File: config.mk
export PLATFORM = sky130hd
export DESIGN_NAME = reg_wb_ctrl
export DESIGN_NICKNAME = d
export VERILOG_FILES = /design/src/rtl/reg_wb_pkg.sv /design/src/rtl/wb_fifo.sv /design/src/rtl/reg_wb_ctrl.sv
export SDC_FILE = /design/constraint.sdc
export NUM_CORES = 1
export LEC_CHECK = 0
export ABC_AREA = 1
export ABC_CLOCK_PERIOD_IN_PS = 3600
export CORE_UTILIZATION = 41
export DETAILED_ROUTE_END_ITERATION = 8
export PLACE_DENSITY = 0.66
export SLEW_MARGIN = 10
export SYNTH_ARGS = -nofsm -noshare
export SYNTH_HDL_FRONTEND = slang
export SYNTH_SLANG_ARGS = --single-unit
File: constraint.sdc
create_clock -name clk -period 3.6 [get_ports clk]
set_input_delay 0.36 -clock clk [delete_from_list [all_inputs] [get_ports clk]]
set_output_delay 0.36 -clock clk [all_outputs]
set_load 0.02 [all_outputs]
File: src/rtl/reg_wb_pkg.sv
// Shared types for the register write-back controller.
// Default widths, FSM state and the pending-write entry.
package reg_wb_pkg;

  localparam int WB_DATA_W = 13;
  localparam int WB_ADDR_W = 3;

  typedef enum logic [1:0] {
    IDLE,
    DRAIN,
    STALL
  } wb_state_e;

  typedef struct packed {
    logic [WB_ADDR_W-1:0] addr;
    logic [WB_DATA_W-1:0] data;
  } wb_entry_t;

endpackage

File: src/rtl/wb_fifo.sv
// Synchronous FIFO of pending writes; every slot is visible
// for the bypass search and the tail slot can be rewritten.
module wb_fifo
  import reg_wb_pkg::*;
#(
  parameter  int DEPTH = 4,
  localparam int AW    = $clog2(DEPTH)
) (
  input  logic      clk,
  input  logic      rst,
  input  logic      i_push,
  input  wb_entry_t i_wr,
  input  logic      i_pop,
  input  logic      i_ovr,
  output wb_entry_t o_head,
  output wb_entry_t o_mem [DEPTH],
  output logic [AW:0] o_rd_ptr,
  output logic [AW:0] o_count,
  output logic      o_full,
  output logic      o_empty
);

  logic [AW:0]   r_wr;
  logic [AW:0]   r_rd;
  wb_entry_t     r_mem [DEPTH];
  logic [AW-1:0] w_tail_idx;

  assign w_tail_idx = r_wr[AW-1:0] - AW'(1);

  always_ff @(posedge clk) begin
    if (rst) begin
      r_wr <= '0;
      r_rd <= '0;
    end else begin
      if (i_push) r_wr <= r_wr + 1'b1;
      if (i_pop)  r_rd <= r_rd + 1'b1;
    end
  end

  // Storage needs no reset: slots are only read while counted.
  always_ff @(posedge clk) begin
    if (i_push)
      r_mem[r_wr[AW-1:0]] <= i_wr;
    else if (i_ovr)
      r_mem[w_tail_idx].data <= i_wr.data;
  end

  assign o_head   = r_mem[r_rd[AW-1:0]];
  assign o_mem    = r_mem;
  assign o_rd_ptr = r_rd;
  assign o_count  = r_wr - r_rd;
  assign o_empty  = (r_wr == r_rd);
  assign o_full   = (r_wr[AW] != r_rd[AW]) &&
                    (r_wr[AW-1:0] == r_rd[AW-1:0]);

endmodule

File: src/rtl/reg_wb_ctrl.sv
// Write-back controller driving the register bank (chosen/w_en/w_data).
// Optional tail coalescing is enabled with WB_COALESCE_EN.
module reg_wb_ctrl
  import reg_wb_pkg::*;
#(
  parameter int DATA_W   = WB_DATA_W,
  parameter int NUM_REGS = 6,
  parameter int ADDR_W   = WB_ADDR_W,
  parameter int DEPTH    = 4
) (
  input  logic                clk,
  input  logic                rst,
  input  logic                req_valid,
  output logic                req_ready,
  input  logic [ADDR_W-1:0]   req_addr,
  input  logic [DATA_W-1:0]   req_data,
  input  logic                wb_stall,
  output logic [NUM_REGS-1:0] chosen,
  output logic                w_en,
  output logic [DATA_W-1:0]   w_data,
  input  logic [ADDR_W-1:0]   rd_addr,
  output logic                rd_hit,
  output logic [DATA_W-1:0]   rd_data,
  output logic                busy,
  output logic                err
);

  localparam int AW = $clog2(DEPTH);
  localparam logic [ADDR_W:0] LP_NREGS = (ADDR_W+1)'(NUM_REGS);

  wb_state_e r_state;
  wb_state_e w_state_nxt;

  logic                r_wen;
  logic [NUM_REGS-1:0] r_chosen;
  logic [DATA_W-1:0]   r_wdata;
  logic [ADDR_W-1:0]   r_waddr;
  logic                r_err;

  logic        w_full;
  logic        w_empty;
  logic [AW:0] w_count;
  logic [AW:0] w_rd_ptr;
  wb_entry_t   w_head;
  wb_entry_t   w_mem [DEPTH];
  wb_entry_t   w_wr;

  logic w_in_range;
  logic w_push;
  logic w_pop;
  logic w_coal;
  logic w_alloc;
  logic w_last;
  logic w_hit;
  logic [DATA_W-1:0] w_rdata;

  assign w_in_range = ({1'b0, req_addr} < LP_NREGS);

`ifdef WB_COALESCE_EN
  logic [AW-1:0] w_tail_idx;
  logic          w_tail_hit;

  assign w_tail_idx = w_rd_ptr[AW-1:0] + w_count[AW-1:0] - AW'(1);
  assign w_tail_hit = !w_empty &&
                      (w_mem[w_tail_idx].addr == req_addr);
  assign req_ready  = !w_full | w_tail_hit;
  // A single-entry FIFO that pops this edge has no tail to merge into.
  assign w_coal = w_push & w_in_range & w_tail_hit &
                  !(w_pop & (w_count == (AW+1)'(1)));
`else
  assign req_ready = !w_full;
  assign w_coal    = 1'b0;
`endif

  assign w_push  = req_valid & req_ready;
  assign w_pop   = !w_empty & !wb_stall;
  assign w_alloc = w_push & w_in_range & !w_coal;
  assign w_last  = w_pop & (w_count == (AW+1)'(1)) & !w_alloc;
  assign w_wr    = '{addr: req_addr, data: req_data};

  wb_fifo #(.DEPTH(DEPTH)) u_fifo (
    .clk      (clk),
    .rst      (rst),
    .i_push   (w_alloc),
    .i_wr     (w_wr),
    .i_pop    (w_pop),
    .i_ovr    (w_coal),
    .o_head   (w_head),
    .o_mem    (w_mem),
    .o_rd_ptr (w_rd_ptr),
    .o_count  (w_count),
    .o_full   (w_full),
    .o_empty  (w_empty)
  );

  always_ff @(posedge clk) begin
    if (rst) r_state <= IDLE;
    else     r_state <= w_state_nxt;
  end

  always_comb begin
    w_state_nxt = r_state;
    unique case (r_state)
      IDLE:  if (w_alloc) w_state_nxt = DRAIN;
      DRAIN: begin
        if (w_last)        w_state_nxt = IDLE;
        else if (wb_stall) w_state_nxt = STALL;
      end
      STALL: begin
        if (!wb_stall)
          w_state_nxt = w_last ? IDLE : DRAIN;
      end
      default: w_state_nxt = IDLE;
    endcase
  end

  always_ff @(posedge clk) begin
    if (rst) begin
      r_wen    <= 1'b0;
      r_chosen <= '0;
      r_wdata  <= '0;
      r_waddr  <= '0;
      r_err    <= 1'b0;
    end else begin
      r_err <= r_err | (w_push & !w_in_range);
      if (w_pop) begin
        r_wen    <= 1'b1;
        r_chosen <= NUM_REGS'(1) << w_head.addr;
        r_wdata  <= w_head.data;
        r_waddr  <= w_head.addr;
      end else begin
        r_wen    <= 1'b0;
        r_chosen <= '0;
      end
    end
  end

  // Oldest first so that later (newer) matches overwrite.
  always_comb begin
    w_hit   = 1'b0;
    w_rdata = '0;
    if (r_wen && (r_waddr == rd_addr)) begin
      w_hit   = 1'b1;
      w_rdata = r_wdata;
    end
    for (int i = 0; i < DEPTH; i++) begin
      if (((AW+1)'(i) < w_count) &&
          (w_mem[AW'(w_rd_ptr[AW-1:0] + AW'(i))].addr
           == rd_addr)) begin
        w_hit   = 1'b1;
        w_rdata =
          w_mem[AW'(w_rd_ptr[AW-1:0] + AW'(i))].data;
      end
    end
  end

  assign chosen  = r_chosen;
  assign w_en    = r_wen;
  assign w_data  = r_wdata;
  assign rd_hit  = w_hit;
  assign rd_data = w_rdata;
  assign busy    = (r_state != IDLE) | r_wen;
  assign err     = r_err;

endmodule

==> results of run 1 <==
-- Yosys cell counts, types with 7 or more instances --
master | count | area (µm²)
a211oi_1 | 13 | 97.6
a21oi_1 | 13 | 65.1
buf_2 | 8 | 40.0
buf_4 | 10 | 75.1
clkbuf_1 | 22 | 82.6
dfxtp_1 | 32 | 641
edfxtp_1 | 64 | 1920
ha_1 | 7 | 87.6
inv_1 | 73 | 274
inv_2 | 7 | 26.3
nand2_1 | 247 | 927
nand3_1 | 114 | 571
nor2_1 | 29 | 109
o21ai_0 | 110 | 551
-- worst max path at each step --
stage | from | depth (start not counted) | end
finish | u_fifo.o_rd_ptr[1] | 14 | rd_data[8]
global route | u_fifo.o_rd_ptr[0] | 13 | rd_data[4]
CTS | u_fifo.r_wr[0] | 13 | rd_hit
detailed placement | u_fifo.r_wr[0] | 15 | rd_data[5]
global placement | u_fifo.o_rd_ptr[0] | 10 | rd_hit
floorplan | u_fifo.o_rd_ptr[1] | 9 | u_fifo.o_mem[32]
-- routing by layer --
metal,vias to the layer above,part of all wire (%),track usage (%)
li1,2726,-,-
met3,12,6.6,3.85
met1,2182,51,30.3
met4,0,1.1,6.02
met2,179,41,28.4
met5,-,0,0
-- cells by family after synthesis --
| logic type | Yosys count | synth area share, % |
|---|---|---|
| simple gates | 410 | 30.2 |
| compound gates | 147 | 13.7 |
| buf+inv | 127 | 9.55 |
| flops | 96 | 44.1 |
| fa+ha+maj | 8 | 1.85 |
| xor+xnor | 4 | 0.603 |
-- power by group through the flow --
| stage | Combinational [µW] | Sequential [µW] | Clock, µW |
|---|---|---|---|
| final | 2030 | 1320 | 925 |
| after detailed placement | 1940 | 1340 | 0 |
| after global routing | 2240 | 1330 | 993 |
| after floorplan | 1320 | 1370 | 0 |
| after global placement | 1920 | 1340 | 0 |
| after CTS | 1960 | 1320 | 946 |
-- timing repair --
item	in CTS	in global routing
resized for setup	1	12
setup buffers	1	6
setup endpoints to repair	10	14
pin swaps	1	2
-- critical path, cell delays in order (launching register included) --
cell and delay, ns:
dfxtp_1 0.34, ha_1 0.42, buf_4 0.32, nand3_1 0.15, nand2_1 0.10, nand2_1 0.08
a21oi_4 0.26, buf_4 0.19, nand3_1 0.06, nand2_1 0.07, inv_1 0.04, nand2_1 0.05
nand2_1 0.05, nand2_1 0.05, clkdlybuf4s50_1 0.61
-- layout make-up --
class / instances / share of cell area (%)
multi-input cells: 569 / 39.1
flip-flops and latches: 96 / 37.2
repair buffers: 85 / 12.0
inverters: 80 / 4.35
clock buffers: 9 / 3.27
well taps: 180 / 3.27
clock inverters: 7 / 0.853
-- per-stage QoR --
stage	setup TNS (ns)	area (µm²)	utilization [%]	hold WS, ns
after floorplan	0	5810	-	0.443
after global placement	0	6510	47.1	0.437
after detailed placement	0	6510	47.1	0.443
after CTS	0	6810	49.2	0.453
after global routing	-0.368	6900	49.9	0.501
final	0	6900	49.9	0.452
-- state kept, by name, indices dropped and copies added (netlist names) --
name / flops
r_waddr: 3
err: 1
chosen: 6
w_en: 1
u_fifo.o_mem: 64
u_fifo.o_rd_ptr: 3
u_fifo.r_wr: 3
w_data: 13
r_state: 2
-- cells in the final DEF (no fill, tap or decap), types with 3 or more instances in the layout --
| cell | instances |
|---|---|
| inv_6 | 4 |
| xor2_1 | 4 |
| nand2_2 | 5 |
| o21ai_0 | 110 |
| o21ai_1 | 6 |
| edfxtp_1 | 64 |
| nor2_4 | 3 |
| nand3_1 | 114 |
| a211oi_1 | 13 |
| clkdlybuf4s50_1 | 49 |
| inv_2 | 7 |
| inv_1 | 73 |
| nor2_2 | 4 |
| a21oi_1 | 13 |
| dlymetal6s2s_1 | 10 |
| clkbuf_16 | 9 |
| nand4_1 | 5 |
| nand2_1 | 246 |
| buf_4 | 24 |
| nor2_1 | 29 |
| ha_1 | 7 |
| dfxtp_1 | 31 |
==> run summary, run 1 <==
Syn Inst Count = 792
reg2reg end = u_fifo.o_mem[2]
#FFs+latches synth = 96
Pwr Density = 619 mW/mm²
Final Hold Vio Count = 0
input/output buffers = 59
Congestion Overflow GR = 0
CP Max Fanout = 28
Die H = 121 µm
register clock-pin slew on the reported worst setup and hold paths = 0.07 ns
total power = 4270 µW
Hold Path Depth = 2
Synth Flop Type = edfxtp_1
Synth cell types = 31
number of global-route vias before repair = 4323
final-stage net count = 872
worst-skew pair later-pin latency = 0.36 ns
Worst Setup End Kind = primary output
Worst Tran Pin Value = 0.689 ns
RSZ-0062 raised after global routing = yes
P&R area growth vs syn = 18.8%
first-pass GRT wire length = 22.4 mm
full die area = 0.0146 mm²
layout cell share with drive strength beyond 1 = 7.80%
CTS H-tree depth = 3
Gate power share = 47.5%
clk sink count = 96
worst reg2reg setup slack = 1.22 ns
crit start category = flip-flop
Clock Skew = 0.00898 ns
Cell Area, Synth = 0.00581 mm²
sequential share of power = 30.9%
# DRC = 0
Final min period = 3.51 ns
Mapped Nets = 823
filler cell count = 1338
TritonRoute pass-1 iters = 7
maximum number of pins on one net before global-route repair = 55
Setup CP Type = reg -> out
CTS tree = built
Seq/Total Area, Yosys = 44.1%
max-cap viol count = 0
Data arrival, critical path = 3.15 ns
internal cell power = 2470 µW
Core Footprint = 0.0138 mm²
Clock Tree Buf Depth = 2
antenna cells = 0
Clk pwr share = 21.7%
Post-synth EDFFs = 64
Total GRT Usage = 20.0%
FF/Latch Area = 0.00256 mm²
status = finished clean
Max IR drop VDD = 0.291 mV
post-route insts no fill = 1026
initial DRC count = 525
# setup viols final = 0
FFs w/ async S/R, synth = 0%
reg2reg path depth = 7
IO Pins = 60
fmax = 0.285 GHz
Final Cycle Share = 97.6%
Total Routed Length = 14.2 mm
drt wl/cell = 13.8 µm
Hold EP = err
num rows = 43
Net Switching = 1800 µW
Max Slew Vio Count = 0
via/cell ratio = 4.97
Horiz. Die Dim = 121 µm
Pleak = 0.00310 µW
Initial Util = 42.0%
CP required = 3.24 ns
CTS Buf Count = 9
initial antenna violation count = 0
Vias = 5099
hpwl dp = 10.5 mm
Yosys Warn Count = 0
HP Start = err
placed insts = 1003
Mapped Avg Cell Area = 7.33 µm²
Switching Fraction = 42.2%
Post-Place Worst Slack = 0.339 ns
DRT antenna net count = 0
buffer type at the clock tree root = clkbuf_16
worst r2r src = u_fifo.o_rd_ptr[1]
CTS Hold Bufs = 0
slew margin rel. = 53.9%
setup ws final = 0.0878 ns
gpl congestion = 0.844
area of the multi-input gates = 0.00270 mm²
HP Class = reg -> reg
(Power assumes the default switching activity.)
==> run 2, diff against run 1 <==
MAX_ROUTING_LAYER = met4   (was default)
==> run summary, run 2 (synthesis results as in run 1) <==
Worst Tran Pin Value = 0.690 ns (+0.000915 ns)
filler cell count = 1338 (unchanged)
drt wl/cell = 13.8 µm (about the same)
CTS Buf Count = 9 (unchanged)
input/output buffers = 59 (unchanged)
Net Switching = 1800 µW (about the same)
initial antenna violation count = 0 (unchanged)
Switching Fraction = 42.2% (about the same)
first-pass GRT wire length = 22.4 mm (about the same)
antenna cells = 0 (unchanged)
CP Max Fanout = 28 (unchanged)
slew margin rel. = 53.8% (-0.061 points)
CP top delay family = buffers and inverters
Clock Skew = 0.0101 ns (+0.00114 ns)
num rows = 43 (unchanged)
Critical Path Most Common Cell = nand2_1
Crit path buffers/inverters = 4 (unchanged)
HP Class = reg -> reg
register clock-pin slew on the reported worst setup and hold paths = 0.07 ns (about the same)
buffer type at the clock tree root = clkbuf_16
hpwl dp = 10.5 mm (unchanged)
Final Hold Vio Count = 0 (unchanged)
Worst Setup End Kind = primary output
internal cell power = 2470 µW (about the same)
layout cell share with drive strength beyond 1 = 7.80% (unchanged)
CTS tree = built
Vias = 5063 (-0.71%)
commonest non-fill, non-tap cell in the layout = nand2_1
Pwr Density = 619 mW/mm² (about the same)
Core Footprint = 0.0138 mm² (unchanged)
via/cell ratio = 4.93 (-0.71%)
TritonRoute pass-1 iters = 5 (-2)
DRT antenna net count = 0 (unchanged)
Horiz. Die Dim = 121 µm (unchanged)
placed insts = 1003 (unchanged)
clk sink count = 96 (unchanged)
Clk pwr share = 21.7% (about the same)
CP max stage cell = clkdlybuf4s50_1
post-route insts no fill = 1026 (unchanged)
Final Cycle Share = 97.5% (about the same)
maximum number of pins on one net before global-route repair = 55 (unchanged)
full die area = 0.0146 mm² (unchanged)
Gate power share = 47.4% (about the same)
worst-skew pair later-pin latency = 0.36 ns (about the same)
status = finished clean
Max IR drop VDD = 0.292 mV (+0.17%)
Largest register FFs = 64 (unchanged)
initial DRC count = 545 (+3.8%)
# setup viols final = 0 (unchanged)
gpl congestion = 0.857 (+1.6%)
FF/Latch Area = 0.00256 mm² (unchanged)
Congestion Overflow GR = 0 (unchanged)
Initial Util = 42.0% (unchanged)
IO Pins = 60 (unchanged)
Setup CP Type = reg -> out
Clock Tree Buf Depth = 2 (unchanged)
Total GRT Usage = 20.5% (+0.57 points)
CTS H-tree depth = 3 (unchanged)
number of global-route vias before repair = 4322 (-0.023%)
Max Slew Vio Count = 0 (unchanged)
Data arrival, critical path = 3.15 ns (about the same)
fmax = 0.285 GHz (about the same)
crit path cell chain = ha_1 > buf_4 > nand3_1 > nand2_1 > nand2_1 > a21oi_4 > buf_4 > nand3_1 > nand2_1 > inv_1 > nand2_1 > nand2_1 > nand2_1 > clkdlybuf4s50_1
Pleak = 0.00310 µW (unchanged)
CP required = 3.24 ns (about the same)
final-stage net count = 872 (unchanged)
sequential share of power = 30.8% (about the same)
RSZ-0062 raised after global routing = yes
max-cap viol count = 0 (unchanged)
commonest non-fill, non-tap cells in the layout = nand2_1 (246), nand3_1 (114), o21ai_0 (110)
# DRC = 0 (unchanged)
crit start category = flip-flop
P&R area growth vs syn = 18.8% (unchanged)
CP peak stage delay = 0.61 ns (about the same)
area of the multi-input gates = 0.00270 mm² (unchanged)
Final min period = 3.51 ns (-0.00322 ns)
Total Routed Length = 14.2 mm (about the same)
total power = 4270 µW (about the same)
Die H = 121 µm (unchanged)
==> run 2: cell counts in the layout (fill, tap and decap cells not counted) <==
Identical to the previous run, type by type.
==> run 2: final timing paths <==
check | startpoint | to | slack, ns | depth (start not counted)
worst max-delay path | u_fifo.o_rd_ptr[1] | rd_data[8] | 0.09 | 14
worst min-delay path | err | err | 0.45 | 2
worst max register to register | u_fifo.o_rd_ptr[1] | u_fifo.o_mem[18] | 1.21 | 7
worst min register to register | err | err | 0.45 | 2
==> run 2: worst min-delay path, delay by kind of cell (launching register included) <==
family / cells / cell delay, ns
DFF: 1 / 0.31
buffers and inverters: 1 / 0.05
AOI/OAI and AO/OA: 1 / 0.05
==> run 2: final cells by class <==
class	instances	area share (%)
timing repair buffer	85	12.0
tap	180	3.27
inverter	80	4.35
sequential	96	37.2
clock buffer	9	3.27
clock inverter	7	0.853
multi-input combinational	569	39.1
==> run 2: repair_timing <==
| item | in CTS | in global routing |
|---|---|---|
| gates resized for setup | 1 | 12 |
| setup endpoints to repair | 10 | 14 |
| hold buffers | 0 | 0 |
| pin swaps | 1 | 2 |
| setup buffers | 1 | 6 |
| cloned | 0 | 0 |
==> run 2: power groups by stage <==
stage               registers, µW  logic, µW  clock network [µW]
global placement             1340       1920                   0
detailed placement           1340       1940                   0
finish                       1320       2020                 927
floorplan                    1370       1320                   0
CTS                          1320       1960                 946
global route                 1330       2240                 992
==> run 2: layer usage <==
metal | track usage (%) | part of all wire [%] | up-vias
li1 | - | - | 2726
met1 | 30.2 | 52 | 2176
met2 | 28.5 | 41 | 147
met3 | 3.85 | 5.4 | 14
met4 | 6.02 | 1.2 | 0
met5 | - | 0 | -
==> run 2: per-stage QoR <==
step / cell area (µm²) / hold WS (ns) / setup TNS, ns / utilization (%) / worst slack [ns]
after floorplan: 5810 / 0.443 / 0 / - / 0.574
after global placement: 6510 / 0.437 / 0 / 47.1 / 0.405
after detailed placement: 6510 / 0.443 / 0 / 47.1 / 0.339
after CTS: 6810 / 0.453 / 0 / 49.2 / 0.00797
after global routing: 6900 / 0.501 / -0.368 / 49.9 / -0.119
final: 6900 / 0.451 / 0 / 49.9 / 0.0910
==> run 3, diff against run 2 <==
CTS_CLUSTER_SIZE = 25   (was default)
==> results of run 3 <==
No change in the layout: final DEF, timing and power equal those of run 2.
==> edit 1 (settings of run 1) <==
Set the parameter `NUM_REGS` to 12 (it was 6).
--- a/src/rtl/reg_wb_ctrl.sv
+++ b/src/rtl/reg_wb_ctrl.sv
@@ -6,3 +6,3 @@
   parameter int DATA_W   = WB_DATA_W,
-  parameter int NUM_REGS = 6,
+  parameter int NUM_REGS = 12,
   parameter int ADDR_W   = WB_ADDR_W,
Interface: changed (resized chosen); port bits go from 60 to 66. The function was not compared with the original's and may differ.
==> edit 1 against run 1 <==
  * Area after synthesis grew 2.2%
  * Worst setup slack lost 0.062 ns
  * Synthesized cell count grew 1.5%
  * Wire length grew 1.3%
  * Total power grew 1.9%
  * Sequential share of layout area is essentially flat
  * Sequential cell count grew 1
  * Highest routed layer unchanged
  * Cell area grew 0.80%
==> edit 1: results (changes against run 1) <==
gp weighted congestion 0.841 (was 0.844); proportion of layout cells with a drive suffix above 1 8.80% (was 7.80%); fraction of post-synthesis cell area in the top cell type by area 32.4% (was 33.1%); Comb pwr share 46.2% (was 47.5%); fill count 1347 (was 1338); count of cell types in the netlist 34 (was 31); Synth Area in Compound Gates 13.4% (was 13.7%); total global routing track utilization 20.6% (was 20.0%); number of input and output port buffers inserted 60 (was 59); launch point of the critical path u_fifo.r_wr[0]$_SDFFE_PP0P_ (was u_fifo.o_rd_ptr[1]$_SDFFE_PP0N_); Post-Synth Adder-Cell Area 1.81% (was 1.85%); relative slew slack 60.7% (was 53.9%); synthesized-area fraction occupied by xor and xnor cells 0.443% (was 0.603%); CP Max Fanout 14 (was 28); drt first pass iters 5 (was 7); Post-Syn Area per Cell 7.38 um^2 (was 7.33 um^2); post-place instance area 6590 um^2 (was 6510 um^2); Max rail drop VDD 0.326 mV (was 0.291 mV); count of routing violations after the opening detailed-route iteration 573 (was 525); pin count of the biggest net entering global routing 45 (was 55); commonest cells in the synthesized netlist 263 x sky130_fd_sc_hd__nand2_1, 113 x sky130_fd_sc_hd__o21ai_0, 87 x sky130_fd_sc_hd__nand3_1, 68 x sky130_fd_sc_hd__inv_1, 64 x sky130_fd_sc_hd__edfxtp_1 (was 247 x sky130_fd_sc_hd__nand2_1, 114 x sky130_fd_sc_hd__nand3_1, 110 x sky130_fd_sc_hd__o21ai_0, 73 x sky130_fd_sc_hd__inv_1, 64 x sky130_fd_sc_hd__edfxtp_1); slack of the critical path 0.0257 ns (was 0.0878 ns); met3 usage 2.74% (was 3.85%); met1 wire length 7360 um (was 7270 um); via count of the first global-routing pass 4456 (was 4323); CP Capture Point rd_data[11] (was rd_data[8]); clk_skew 0.00910 ns (was 0.00898 ns); main area contributors after synthesis sky130_fd_sc_hd__edfxtp_1 32%, sky130_fd_sc_hd__nand2_1 17%, sky130_fd_sc_hd__dfxtp_1 11% (was sky130_fd_sc_hd__edfxtp_1 33%, sky130_fd_sc_hd__nand2_1 16%, sky130_fd_sc_hd__dfxtp_1 11%); register area share after synthesis 43.5% (was 44.1%); area taken by multi-input logic gates 2750 um^2 (was 2700 um^2); DR vias 5112 (was 5099); status finished clean (unchanged); clock network power share 23.2% (was 21.7%); Worst Hold End u_fifo.o_rd_ptr[2]$_SDFFE_PP0N_ (was err$_SDFF_PP0_); post-detailed-routing wire length 14300 um (was 14200 um); switching portion of total power 41.7% (was 42.2%); P_sw 1.81 mW (was 1.80 mW); cell family contributing the most delay on the critical path simple AND/OR/NAND/NOR gates (was buffers and inverters)
==> edit 1: cell count changes in the layout (fill, tap and decap cells not counted), sizes merged, moves of 2 or more <==
cell                  run 1  this run
nand2                   252       272
nand3                   115        99
buf                      26        19
a211oi                   13         8
a21oi                    14        19
conb                      0         5
o21ai                   116       121
clkdlybuf4s50            49        53
dlymetal6s2s             10         7
nand4                     5         2
clkinv                    2         0
==> edit 1: repair_timing <==
| action | in CTS | in global routing |
|---|---|---|
| setup endpoints to repair | 14 | 14 |
| setup buffers | 0 | 1 |
| gates resized for setup | 1 | 9 |
| pin swaps | 0 | 1 |
==> edit 1: area by class of cell <==
class                      count  share of cell area (%)
multi-input combinational    579                    39.6
sequential                    97                    37.2
timing repair buffer          79                    11.1
inverter                      81                    4.41
clock buffer                  10                    3.29
tap                          180                    3.24
clock inverter                 6                    1.17
==> edit 1: tightest hold or removal path: cells and delay by family, from the launching register on <==
family	cells	cell delay (ns)
AOI/OAI and AO/OA	1	0.05
DFF	1	0.33
buffers and inverters	1	0.07
==> edit 2 (flow settings as in run 1) <==
Made on the original files. Encoding of `wb_state_e`: now one-hot (3 bits for 3 states).
--- a/src/rtl/reg_wb_pkg.sv
+++ b/src/rtl/reg_wb_pkg.sv
@@ -7,6 +7,6 @@
 
-  typedef enum logic [1:0] {
-    IDLE,
-    DRAIN,
-    STALL
+  typedef enum logic [2:0] {
+    IDLE  = 3'b001,
+    DRAIN = 3'b010,
+    STALL = 3'b100
   } wb_state_e;
Check against the original RTL: no difference found for any inputs over 4 cycles, from zero or initial values and one cycle with rst high; so few cycles prove little.
==> edit 2 against run 1 <==
  * Sequential cell count up 1
  * Non-clock buffer count shrank 2
  * Critical endpoint is now rd_hit
  * Area after synthesis grew 0.54%
  * Worst setup slack improved by 0.11 ns
  * Via count is 1.5% higher
  * Total power grew 2.3%
  * Highest routed layer unchanged
  * Cell area up 1.2%
  * Synthesized cell count is 1.5% higher
  * Wire length up 5.7%
  * Sequential share of layout area decreased by 0.16 points
  * Register-to-register slack lost 0.44 ns
==> edit 2: results (changes against run 1) <==
post-place instance area 6610 um^2 (was 6510 um^2); destination of the worst register-to-register timing path u_fifo.o_mem[31]$_DFFE_PP_ (was u_fifo.o_mem[2]$_DFFE_PP_); count of nets after finishing 885 (was 872); cell family contributing the most delay on the critical path simple AND/OR/NAND/NOR gates (was buffers and inverters); Pleak 3.22 nW (was 3.10 nW); minimum setup slack among reg-to-reg paths 0.78 ns (was 1.22 ns); sequential cell area share 37.0% (was 37.2%); status finished clean (unchanged); synthesized-area fraction occupied by xor and xnor cells 0.450% (was 0.603%); via count of the first global-routing pass 4346 (was 4323); Worst Max-Slew Pin Slew 0.649 ns (was 0.689 ns); switching portion of total power 41.9% (was 42.2%); Mapped Nets 835 (was 823); Post-CTS Repair Setup Buffers 3 (was 1); clk_skew 0.00964 ns (was 0.00898 ns); Post-Synth Adder-Cell Area 1.84% (was 1.85%); final worst-path cycle share 94.4% (was 97.6%); Synth Area in Compound Gates 13.5% (was 13.7%); setup slack after placement 0.361 ns (was 0.339 ns); commonest cells in the synthesized netlist 273 x sky130_fd_sc_hd__nand2_1, 111 x sky130_fd_sc_hd__o21ai_0, 90 x sky130_fd_sc_hd__nand3_1, 82 x sky130_fd_sc_hd__inv_1, 64 x sky130_fd_sc_hd__edfxtp_1 (was 247 x sky130_fd_sc_hd__nand2_1, 114 x sky130_fd_sc_hd__nand3_1, 110 x sky130_fd_sc_hd__o21ai_0, 73 x sky130_fd_sc_hd__inv_1, 64 x sky130_fd_sc_hd__edfxtp_1); via density per instance 4.98 (was 4.97); post-detailed-routing wire length 15000 um (was 14200 um); proportion of power drawn by flip-flops and latches 30.5% (was 30.9%); Multi-Input Combinational 577 (was 569); mapped cell area 5840 um^2 (was 5810 um^2); count of buffers not belonging to the clock network in the layout 83 (was 85); clock-cell share of area 4.34% (was 4.12%); DR vias 5178 (was 5099); fill count 1321 (was 1338); gp weighted congestion 0.849 (was 0.844); Post-Syn Area per Cell 7.26 um^2 (was 7.33 um^2); placed cell count 1020 (was 1003); post-DP HPWL 10700 um (was 10500 um); proportion of layout cells with a drive suffix above 1 7.68% (was 7.80%); CP Capture Point rd_hit (was rd_data[8]); main area contributors after synthesis sky130_fd_sc_hd__edfxtp_1 33%, sky130_fd_sc_hd__nand2_1 18%, sky130_fd_sc_hd__dfxtp_1 11% (was sky130_fd_sc_hd__edfxtp_1 33%, sky130_fd_sc_hd__nand2_1 16%, sky130_fd_sc_hd__dfxtp_1 11%); CP Max Fanout 14 (was 28); fraction of area in multi-input gates 38.9% (was 39.1%); register area share after synthesis 44.2% (was 44.1%); areal power density over the cells 626 nW/um^2 (was 619 nW/um^2); drt first pass iters 5 (was 7); non-clock inverter instance count of the final layout 86 (was 80); count of routing violations after the opening detailed-route iteration 438 (was 525)
-- edit 2: cell count changes in the layout (fill, tap and decap cells not counted), sizes merged, moves of 3 or more --
cell / change
a211oi: -5
dlymetal6s2s: +3
clkdlybuf4s50: -3
nand2: +28
nand3: -21
inv: +4
o21ai: +3
a21oi: +5
-- edit 2: how the worst min path moves through the flow --
stage	to	slack, ns	depth (start not counted)
after detailed placement	err$_SDFF_PP0_	0.44	2
final	err$_SDFF_PP0_	0.45	2
after floorplan	w_data[0]$_SDFFE_PP0N_	0.44	1
after CTS	err$_SDFF_PP0_	0.45	2
after global placement	err$_SDFF_PP0_	0.44	2
after global routing	err$_SDFF_PP0_	0.50	2
-- edit 2: metal layers --
layer,global-route usage (%),routed length [um],part of all wire [%],vias up
met5,0,0,0,-
met4,7.56,214,1.4,0
met3,3.52,1110,7.4,17
met2,29.7,6170,41,185
met1,31.5,7470,50,2249
li1,-,-,-,2727
